### src/rtl/trace_pkg.sv
// trace_pkg: record layout, beat indices and packing helpers for the trace buffer
package trace_pkg;
    localparam int REC_W = 64;
    localparam int BEAT_W = 16;
    localparam logic [1:0] BEAT_PC = 2'd0;
    localparam logic [1:0] BEAT_IR = 2'd1;
    localparam logic [1:0] BEAT_ALU = 2'd2;
    localparam logic [1:0] BEAT_SEL = 2'd3;

    function automatic logic [REC_W-1:0] pack_record(
        input logic [15:0] pc,
        input logic [15:0] ir,
        input logic [15:0] alu,
        input logic [3:0] rd,
        input logic [3:0] rs,
        input logic [3:0] rt
    );
        return {pc, ir, alu, rd, rs, rt, 4'b0};
    endfunction

    function automatic logic [BEAT_W-1:0] beat_of(input logic [REC_W-1:0] rec, input logic [1:0] beat);
        return beat == BEAT_PC  ? rec[63:48] :
               beat == BEAT_IR  ? rec[47:32] :
               beat == BEAT_ALU ? rec[31:16] : rec[15:0];
    endfunction
endpackage

### src/rtl/trace_fifo.sv
// trace_fifo: single-clock record FIFO with registered count/full/empty
module trace_fifo #(
    parameter int DEPTH = 8,
    parameter int REC_W = 64
) (
    input  logic                     clk,
    input  logic                     rst,
    input  logic                     push,
    input  logic                     pop,
    input  logic [REC_W-1:0]         din,
    output logic [REC_W-1:0]         head,
    output logic [$clog2(DEPTH):0]   count,
    output logic                     full,
    output logic                     empty
);
    localparam int AW = $clog2(DEPTH);

    logic [REC_W-1:0] mem [DEPTH];
    logic [AW-1:0] wr_ptr;
    logic [AW-1:0] rd_ptr;
    logic [AW:0] count_nxt;

    // occupancy after this cycle's push/pop, so status flags land on the same edge
    always_comb begin
        count_nxt = count + (AW+1)'(push) - (AW+1)'(pop);
        head = mem[rd_ptr];
    end

    // storage has no reset; readers only look at it while non-empty
    always_ff @(posedge clk) begin
        if (push) mem[wr_ptr] <= din;
    end

    // pointers wrap naturally at the power-of-two depth
    always_ff @(posedge clk or posedge rst) begin
        if (rst) begin
            wr_ptr <= '0;
            rd_ptr <= '0;
            count <= '0;
            full <= 1'b0;
            empty <= 1'b1;
        end else begin
            if (push) wr_ptr <= wr_ptr + 1'b1;
            if (pop) rd_ptr <= rd_ptr + 1'b1;
            count <= count_nxt;
            full <= count_nxt == (AW+1)'(DEPTH);
            empty <= count_nxt == '0;
        end
    end
endmodule

### src/rtl/trace_buffer.sv
// trace_buffer: captures one record per executed instruction and streams it as 16-bit beats
module trace_buffer
    import trace_pkg::*;
#(
    parameter int DEPTH = 8,
    parameter int DROP_W = 8
) (
    input  logic                     clk,
    input  logic                     rst,
    input  logic                     en,
    input  logic [15:0]              pc,
    input  logic [15:0]              ir,
    input  logic [15:0]              aluOut,
    input  logic [3:0]               selRd,
    input  logic [3:0]               selRs,
    input  logic [3:0]               selRt,
    output logic [15:0]              outData,
    output logic                     outValid,
    input  logic                     outReady,
    output logic                     outLast,
    output logic [$clog2(DEPTH):0]   count,
    output logic                     full,
    output logic                     empty,
    output logic [DROP_W-1:0]        dropped
);
    logic primed;
    logic [15:0] last_pc;
    logic [1:0] beat;
    logic capture;
    logic push;
    logic pop;
    logic [REC_W-1:0] head;

    // a full FIFO still accepts a record when the head's last beat leaves this cycle
    always_comb begin
        capture = en && (!primed || pc != last_pc);
        outValid = !empty;
        outLast = outValid && beat == BEAT_SEL;
        pop = outLast && outReady;
        push = capture && (!full || pop);
        outData = outValid ? beat_of(head, beat) : '0;
    end

    // dedup: a stalled pc is one instruction; disabling forgets the last pc
    always_ff @(posedge clk or posedge rst) begin
        if (rst) begin
            primed <= 1'b0;
            last_pc <= '0;
        end else if (!en) begin
            primed <= 1'b0;
        end else if (capture) begin
            primed <= 1'b1;
            last_pc <= pc;
        end
    end

    // beat index wraps 3->0 exactly when the head record is popped
    always_ff @(posedge clk or posedge rst) begin
        if (rst) beat <= BEAT_PC;
        else if (outValid && outReady) beat <= beat + 2'd1;
    end

    // saturating count of records discarded for lack of space
    always_ff @(posedge clk or posedge rst) begin
        if (rst) dropped <= '0;
        else if (capture && !push && dropped != '1) dropped <= dropped + 1'b1;
    end

    trace_fifo #(.DEPTH(DEPTH), .REC_W(REC_W)) u_fifo (
        .clk(clk),
        .rst(rst),
        .push(push),
        .pop(pop),
        .din(pack_record(pc, ir, aluOut, selRd, selRs, selRt)),
        .head(head),
        .count(count),
        .full(full),
        .empty(empty)
    );
endmodule

### config.mk
export PLATFORM = sky130hd
export DESIGN_NAME = trace_buffer
export DESIGN_NICKNAME = d
export VERILOG_FILES = /design/src/rtl/trace_pkg.sv /design/src/rtl/trace_fifo.sv /design/src/rtl/trace_buffer.sv
export SDC_FILE = /design/constraint.sdc
export NUM_CORES = 1
export LEC_CHECK = 0
export CAP_MARGIN = 20
export CORE_MARGIN = 2
export CORE_UTILIZATION = 55
export DETAILED_ROUTE_END_ITERATION = 16
export HOLD_SLACK_MARGIN = 0.05
export PLACE_DENSITY_LB_ADDON = 0.08
export SLEW_MARGIN = 30
export SYNTH_ARGS = -nofsm -noshare
export SYNTH_HDL_FRONTEND = slang
export SYNTH_HIERARCHICAL = 1
export SYNTH_SLANG_ARGS = --single-unit
### constraint.sdc
create_clock -name clk -period 6.2 [get_ports clk]
set_clock_uncertainty 0.15 [all_clocks]
set_input_delay 0.62 -clock clk [delete_from_list [all_inputs] [get_ports clk]]
set_output_delay 0.62 -clock clk [all_outputs]
set_load 0.03 [all_outputs]
==> results.yml <==
grt:
  antenna_found_initial: 1
  grt_overflow: 0
  grt_pass1_vias: 10800
  grtUsageTotal_pct: 22.3
  grt_pass1_wl_mm: 67.0
  grt_max_degree: 65
sta:
  finalSetupViolations: 0
  slew_viol_final: 0
  layout_worst_path_cycle_share_pct: 80.3
  tns_ns: 0
  period_minus_slack_ns: 4.98
  worst_slew_pin_slew_ns: 0.930
  max_slew_margin_pct: 38.0
  fmax_mhz: 201
  grt_setup_unrepaired: "false"
  finalHoldViolCount: 0
power:
  leakage_nw: 8.35
  finalPower_w: 0.0123
  ir_drop_mv: 0.382
  power_density_nw_per_um2: 486
final_layout:
  final_common_cell: "edfxtp_1"
  drive_gt1_share_pct: 27.7
  diodes: 0
  layout.nets: 1257
  multi_input_area_um2: 5260
  area_growth_pct: 16.7
  seq_area_um2: 16400
  fillers: 2599
  final_cell_mix: "512 x edfxtp_1, 128 x mux4_2, 95 x clkdlybuf4s50_1, 86 x mux2_2, 55 x clkbuf_16"
floorplanning:
  fp-row-count: 72
  die-height_um: 203
  dieArea_um2: 41200
  initial_core_util_pct: 56.1
  core_um2: 38800
  ios: 96
  die_w_um: 203
critical_path:
  critPathSlowestCell: "dfrtp_4"
  startpoint: "u_fifo/rd_ptr[0]$_DFFE_PP0P_"
  critPathBufInv: 2
  worstPathArrival_ns: 4.21
  cpPeakStageDelay_ns: 0.78
  required_ns: 5.43
  worstSetupPathType: "flop to primary output"
  crit_fanout: 35
  worst_path_most_repeated_cell: "nor2_1"
  timing.rr.start: "u_fifo/empty$_DFF_PP1_"
  worstPathCellList: "buf_12 -> mux4_2 -> mux2_2 -> mux2i_1 -> nor2_1 -> a21oi_1 -> nor2_1 -> a21oi_1 -> nor2_1 -> clkdlybuf4s50_1"
  crit_path_end_kind: "primary output"
  critPathTopFamily: "multiplexers"
  cp-start-kind: "flop"
logic_synthesis:
  syn_area_per_cell_um2: 21.3
  synth-main-ff-cell: "edfxtp_1"
  synthCells: 1021
  yosysSeqAreaShare_pct: 75.1
  yosysWarnings: 6
  mappedNetlistArea_um2: 21800
  synth_edf_count: 512
  netlist-cell-type-count: 38
  async_reset_ff_share_pct: 7.08
  ys_ff_latch: 551
placed_design:
  portBuffers: 95
  gp_congestion: 0.712
  dp_hpwl_mm: 25.7
clock_tree:
  h-tree-depth: 2
  clk_pin_slew_ns: 0.06
  clockBufferDepth: 3
  cts.sinks: 551
  cts-resized-gates: 0
  cts_tree: "yes"
  holdBufCountCts: 0
  post_cts_buffers: 0
  clkLatencyLatePin_ns: 0.59
  cts_buffers: 55
  root_buffer: "clkbuf_16"
drt:
  avgRoutedWirePerCell_um: 25.3
  vias: 10200
  dr.pass1.iters: 5
  drc: 0
  detail-route-antenna-nets: 0
  drt_iter0_markers: 728
  wirelength_mm: 44.1
  routed_via_density: 5.85
flow_run:
  max_cap_viol_count: 0
hold_path:
  hp-class: "primary input to async pin"
run_status:
  status: "finished clean"
[worst paths after layout]
path | to | slack (ns) | cells past startpoint
max in group asynchronous | last_pc[8]$_DFFE_PP0P_ | 5.33 | 3
min reg2reg | u_fifo/wr_ptr[0]$_DFFE_PP0P_ | 0.36 | 1
max reg2reg | u_fifo/mem[7][34]$_DFFE_PP_ | 2.60 | 6
max | outData[8] | 1.22 | 10
min in group clk | u_fifo/wr_ptr[0]$_DFFE_PP0P_ | 0.36 | 1
min | u_fifo/wr_ptr[1]$_DFFE_PP0P_ | 0.21 | 2
[layer usage]
metal  vias to the layer above  global-route usage (%)  routed length [µm]
met1                      5416                    32.3               19200
li1                       4452                       -                   -
met2                       265                    35.5               21400
met4                         2                    6.86                1030
met5                         -                       0                  14
met3                        72                    3.84                2440
[state kept, by name, summed over array words and instances (netlist names)]
register       flops
beat               2
u_fifo/mem       512
u_fifo/wr_ptr      3
u_fifo/full        1
u_fifo/count       4
dropped            8
u_fifo/empty       1
u_fifo/rd_ptr      3
primed             1
last_pc           16
[worst reg2reg max path: stages (launching register included)]
cell and delay [ns]:
dfstp_2 0.52, nor2b_1 0.36, nand2_1 0.25, a21oi_1 0.49
nand2_1 0.37, nor2_4 0.68, buf_12 0.40
[power by group]
group	internal, W	switching [W]
clock	0.00195	0.00136
combinational	0.00187	0.00215
sequential	0.00465	0.000359
total	0.00847	0.00387
[metrics by stage]
stage / setup slack (ns) / hold slack [ns] / cell area [µm²] / cells / util, %
3_5_place_dp: 1.62 / 0.360 / 23600 / 1642 / 60.8
3_3_place_gp: 1.66 / 0.359 / 23600 / 1642 / 60.7
5_1_grt: 0.952 / 0.267 / 25400 / 1744 / 65.4
4_1_cts: 1.11 / 0.205 / 25400 / 1744 / 65.4
2_1_floorplan: 1.04 / 0.330 / 21900 / 1052 / -
6_report: 1.22 / 0.213 / 25400 / 1744 / 65.4
[cell usage after synthesis (9+ instances only)]
| library cell | n | area (µm²) |
|---|---|---|
| buf_1 | 9 | 33.8 |
| buf_6 | 12 | 135 |
| clkbuf_1 | 19 | 71.3 |
| mux2i_1 | 16 | 160 |
| dfrtp_1 | 38 | 951 |
| mux4_2 | 128 | 2880 |
| ha_1 | 11 | 138 |
| nand2_1 | 10 | 37.5 |
| nor2_1 | 56 | 210 |
| xor2_1 | 19 | 166 |
| a21oi_1 | 34 | 170 |
| inv_1 | 15 | 56.3 |
| edfxtp_1 | 512 | 15400 |
| mux2_2 | 86 | 968 |
[cells by family (layout without fill, tap and decap cells)]
logic type	count (synthesis)	after routing	synth area share [%]
flip-flops	551	551	75.1
multiplexers	230	230	18.4
AND/OR/NAND/NOR	97	97	2.01
AO/OA/AOI/OAI	41	41	1.07
buffers and inverters	63	237	1.58
adder cells (fa/ha/maj)	12	12	0.724
XOR/XNOR	26	26	1.05
other	1	32	0.0172
[layout make-up]
cell class	instances	share of cell area [%]
clock buffer	61	5.51
multi-input combinational	438	20.7
tap	518	2.55
clock inverter	41	1.61
timing repair buffer	120	4.98
sequential	551	64.4
inverter	15	0.222
Power figures use the tool's default switching activity.
==> patch 1: new RTL, same settings <==
`DEPTH` is set to 8 in 2 places; all go to 16.
--- a/src/rtl/trace_fifo.sv
+++ b/src/rtl/trace_fifo.sv
@@ -2,3 +2,3 @@
 module trace_fifo #(
-    parameter int DEPTH = 8,
+    parameter int DEPTH = 16,
     parameter int REC_W = 64
--- a/src/rtl/trace_buffer.sv
+++ b/src/rtl/trace_buffer.sv
@@ -4,3 +4,3 @@
 #(
-    parameter int DEPTH = 8,
+    parameter int DEPTH = 16,
     parameter int DROP_W = 8
Ports: changed (resized count); port bits go from 96 to 97. No check against the original RTL was run, so the function may have changed too.
==> patch 1 against the unedited design <==
Global-route usage grew 2.5 points. Register-to-register slack worse by 250 ps. Sequential cell count grew 515. Clock power grew 96%. Sequential power up 80%. Synthesized area up 89%. Total power grew 83%. Setup slack got worse by 370 ps. Final area up 86%. Routed wire length is 110% higher. Fmax shrank 7.0%. Critical path type unchanged.
==> patch 1: results (changes against the unedited design) <==
Worst setup path
  – R2R depth: 14 (+8)
  – Largest stage delay, worst path: 800 ps (+20 ps)
  – R2r startpoint: beat[0]
  – Worst Path Arrival: 4580 ps (+370 ps)
  – Flop-to-flop setup slack: 2350 ps (-250 ps)

Clock tree
  – Worst-path clk slew: 60 ps (about the same)
  – Worst skew pair latency: 650 ps (+60 ps)
  – Htree depth: 3 (+1)
  – CTS Buf Count: 107 (+95%)

Hold path
  – Worst Hold Class: reg -> reg
  – Hold Path End: dropped[0]

GRT
  – First-pass GRT wire length: 138000 um (+110%)
  – Pin count of the biggest net entering global routing: 78 (+20%)
  – Gr usage total: 24.8% (+2.5 points)
  – Initial antenna violation count: 4 (+3)

STA
  – Fin Hold WS: 373 ps (+160 ps)
  – Final Setup Violations: 0 (unchanged)
  – Slew headroom: 35.0% (-3.0 points)

Logic synthesis
  – EDFF count, synth: 1024 (+100%)
  – Post-synth top cells: 1024 x edfxtp_1, 256 x mux4_2, 128 x a22oi_1
  – Asr flop ratio synth: 3.94% (-3.1 points)
  – Cell variety after synth: 40 (+5.3%)
  – Post-synthesis sequential area ratio: 77.5% (+2.3 points)
  – Dominant cells by area after synthesis: edfxtp_1 75%, mux4_2 14%, dfrtp_1 2.5%
  – Syn Inst Count: 1875 (+84%)

Layout
  – N_diodes: 0 (unchanged)
  – Share of cells above drive strength 1: 23.5% (-4.2 points)
  – Biggest regs: u_fifo/mem (1024), last_pc (16), dropped (8)
  – Final nets: 2180 (+73%)

Place
  – Placed cell areas: 43700 um^2 (+85%)
  – Placed Cells: 2959 (+80%)
  – Hpwl dp: 52400 um (+100%)
  – Gpl congestion: 0.780 (+9.6%)

Pwr
  – Leakage Power: 0.0153 uW (+84%)
  – Max rail drop VDD: 0.464 mV (+21%)

Route
  – DR vias/cell: 6.28 (+7.3%)
  – Routed len/inst: 29.5 um (+17%)
  – Iteration-0 DRC Markers: 2089 (+190%)
  – Vias: 19800 (+94%)

Run status
  – Status: completed
-- patch 1: cell types whose count changed in the layout (fill, tap and decap cells not counted), sizes merged, moves of 6 or more --
cell    before   now
nand2       11    75
conb        32    64
clkbuf      61   133
mux2        86    21
bufinv       8    15
edfxtp     512  1024
mux4       128   256
buf         25    55
clkinv      29    42
a22oi        0   128
and2         1    18
inv         16    22
-- patch 1: final cells by class --
type	instances	area, um^2
sequential	1066	31800
inverter	21	78.8
clock inverter	61	678
tap	969	1210
timing repair buffer	152	1630
multi-input combinational	752	8940
clock buffer	133	2860
fill	4972	27000
-- patch 1: cell families after synthesis --
kind of cell	synth area share, %
DFF	77.5
xor gates and xnor gates	0.619
AOI/OAI and AO/OA	2.95
buffers and inverters	1.48
and+or+nand+nor	1.93
other	0.00913
adders and majority gates	0.506
muxes	15.0
-- patch 1: metal layers --
| metal | wire (um) | GRT usage [%] | part of all wire (%) |
|---|---|---|---|
| met1 | 39900 | 37.3 | 43 |
| met2 | 44900 | 39.1 | 48 |
| met3 | 6220 | 3.53 | 6.7 |
| met4 | 1920 | 6.48 | 2.1 |
| met5 | 59 | 0 | 0.063 |
-- patch 1: metrics by stage --
step           setup WS, ps  utilization [%]
3_5_place_dp           1350             58.9
2_1_floorplan          2040                -
5_1_grt                 675             63.6
4_1_cts                 792             63.6
3_3_place_gp           1460             58.9
6_report                851             63.6
-- patch 1: what timing repair did --
| item | in CTS | in global routing |
|---|---|---|
| endpoints found under the hold margin | 2 | 0 |
| endpoints found under the setup margin | 0 | 0 |
| hold buffers | 1 | 0 |
| setup buffers | 0 | 0 |
-- patch 1: worst max-delay path by stage --
stage / to / slack (ps) / depth (start not counted)
after floorplan: u_fifo/mem[10][0] / 2040 / 8
after global placement: u_fifo/full / 1460 / 16
after detailed placement: u_fifo/mem[3][38] / 1350 / 10
after CTS: outData[14] / 790 / 11
after global routing: outData[2] / 680 / 10
final: outData[10] / 850 / 11
-- patch 1: power by group --
group,leakage (uW),switching (uW),total [uW],internal (uW)
registers,0.00974,336,9010,8670
logic,0.00386,4160,7040,2880
clock network,0.00174,2610,6490,3880
==> patch 2: new RTL, config.mk and constraints unchanged <==
Made on the original files. Register the output `count`; this adds one clock of latency there. The other outputs are not delayed to match. Comments in the files are not updated.
--- a/src/rtl/trace_buffer.sv
+++ b/src/rtl/trace_buffer.sv
@@ -25,2 +25,4 @@
 );
+
+    logic [$clog2(DEPTH):0] count_d;
     logic primed;
@@ -75,3 +77,3 @@
         .head(head),
-        .count(count),
+        .count(count_d),
         .full(full),
@@ -79,2 +81,6 @@
     );
+    always_ff @(posedge clk) begin
+        count <= count_d;
+    end
+
 endmodule
Formal check against the unedited RTL: not equivalent (a bounded check fails within 4 cycles, from zero or initial values and one cycle with rst high).
==> patch 2 against the unedited design <==
Routed wire length shrank 0.51%. Setup slack better by 58 ps. Total power is 2.1% lower. Final area up 0.18%. Worst hold slack gained 23 ps. Sequential cell count is 4 higher. Global-route usage is 0.37 points lower. Synthesized area is 1.3% higher. Combinational power decreased by 1%. Critical endpoint unchanged. Largest power group unchanged. Highest routed layer is now met4.
==> patch 2: results (changes against the unedited design) <==
GRT
  – Initial antenna violation count: 1 (unchanged)
  – Pin count of the biggest net entering global routing: 55 (-15%)
  – Gr usage total: 22.0% (-0.37 points)
  – First-pass GRT wire length: 66600 um (-0.46%)
  – Vias in the first global route: 10800 (-0.18%)

Pwr
  – Leakage Power: 0.00837 uW (+0.14%)
  – Net switching power: 3780 uW (-2.1%)
  – Max rail drop VDD: 0.377 mV (-1.4%)

Logic synthesis
  – Dominant cells by area after synthesis: edfxtp_1 70%, mux4_2 13%, dfrtp_1 4.3%
  – Ys Warns: 6 (unchanged)
  – Post-synthesis sequential area ratio: 74.5% (-0.57 points)
  – Post-synth top cells: 512 x edfxtp_1, 128 x mux4_2, 72 x mux2_2
  – Asr flop ratio synth: 7.03% (-0.051 points)
  – EDFF count, synth: 512 (unchanged)
  – Cell variety after synth: 49 (+29%)

STA
  – Slew headroom: 33.1% (-4.9 points)
  – Setup TNS: 0 ps (unchanged)

Hold path
  – Worst Hold Class: reg -> reg
  – Hold Path End: count[0]
  – Hold depth: 0
  – HP Start: u_fifo/count[0]

Layout
  – Biggest regs: u_fifo/mem (512), last_pc (16), dropped (8)
  – Share of cells above drive strength 1: 26.5% (-1.3 points)
  – Filler Cells Inserted: 2713 (+4.4%)
  – Final nets: 1261 (+0.32%)

Place
  – Place WS: 1460 ps (-164 ps)
  – Gpl congestion: 0.784 (+10%)
  – Hpwl dp: 25500 um (-0.85%)
  – I/O Buffers: 95 (unchanged)

Worst setup path
  – R2R depth: 12 (+6)
  – Worst Path Arrival: 4150 ps (-60 ps)
  – RR Endpoint: u_fifo/full
  – R2r startpoint: last_pc[8]
  – Crit-path max FO: 32 (-8.6%)
  – Flop-to-flop setup slack: 2320 ps (-280 ps)

Run status
  – Status: completed

Route
  – DRT Pass-1 Iters: 5 (unchanged)
  – Iteration-0 DRC Markers: 668 (-8.2%)
  – DR vias/cell: 5.76 (-1.6%)
  – Routed len/inst: 25.0 um (-1.1%)

Clock tree
  – Root buf cell: clkbuf_16
  – CTS Buf Count: 54 (-1.8%)
  – Post-CTS setup buffers: 0 (unchanged)
  – Htree depth: 2 (unchanged)
  – Post-cts sizing count: 0 (unchanged)
  – Worst skew pair latency: 590 ps (about the same)
  – Bufs on Longest Clock Path: 3 (unchanged)
  – Worst-path clk slew: 60 ps (about the same)
[patch 2: changes by cell type after synthesis, moves of 4 or more]
| cell | unedited run | this run |
|---|---|---|
| mux2i_1 | 16 | 32 |
| nor4_1 | 7 | 2 |
| o21ai_0 | 1 | 18 |
| nand2_1 | 10 | 24 |
| mux2_4 | 0 | 9 |
| a21oi_1 | 34 | 4 |
| dfxtp_1 | 0 | 4 |
| mux2_2 | 86 | 72 |
| nor2_1 | 56 | 26 |
[patch 2: final cells by class]
cell class | count | share of cell area (%)
Clock inverter | 27 | 0.713
Clock buffer | 72 | 5.78
Tap cell | 525 | 2.58
Sequential cell | 555 | 64.6
Multi-Input combinational cell | 438 | 21.4
Inverter | 16 | 0.236
Timing Repair Buffer | 120 | 4.67
Antenna cell | 1 | 0.00984
[patch 2: routing by layer]
metal  GRT usage (%)  wire (um)
met1            31.3      19300
met2            35.3      21400
met3            3.46       2150
met4            7.25       1100
met5               0          0
[patch 2: power by group through the flow]
stage          logic, uW  clock network [uW]  registers [uW]
5_1_grt             4260                3260            5110
2_1_floorplan       2810                   0            4970
3_5_place_dp        4040                   0            5140
3_3_place_gp        4000                   0            5110
6_report            3970                3060            5050
4_1_cts             4060                3130            5060
[patch 2: cell families (layout without fill, tap and decap cells)]
kind of cell | after synthesis | in the layout | share of synthesized area, %
buffers and inverters | 63 | 235 | 1.61
flip-flops | 555 | 555 | 74.5
adder cells (fa/ha/maj) | 12 | 12 | 0.715
AND/OR/NAND/NOR | 88 | 88 | 2.07
other | 1 | 33 | 0.0170
XOR/XNOR | 27 | 27 | 1.07
multiplexers | 243 | 243 | 18.9
AO/OA/AOI/OAI | 36 | 36 | 1.05
[patch 2: how the worst max path moves through the flow]
stage	slack, ps	start	end
3_3_place_gp	1530	pc[9]	u_fifo/full
3_5_place_dp	1460	pc[6]	u_fifo/full
5_1_grt	970	u_fifo/rd_ptr[0]	outData[8]
6_report	1280	u_fifo/rd_ptr[0]	outData[8]
4_1_cts	1170	u_fifo/rd_ptr[0]	outData[8]
2_1_floorplan	1100	pc[11]	u_fifo/mem[6][0]
[patch 2: through the flow]
step,area [um^2],util (%),hold WS [ps],std cells
after floorplan,22200,-,203,1056
after global placement,23800,60.0,229,1654
after detailed placement,23800,60.0,221,1654
after CTS,25400,64.2,239,1753
after global routing,25400,64.2,253,1754
final,25400,64.2,236,1754
[patch 2: critical path, stage by stage (launching register included)]
cell	delay [ps]
dfrtp_4	870
buf_12	320
mux4_2	550
mux2_2	270
mux2i_1	290
o21ai_0	290
mux2i_1	220
nor2_1	60
clkdlybuf4s50_1	620
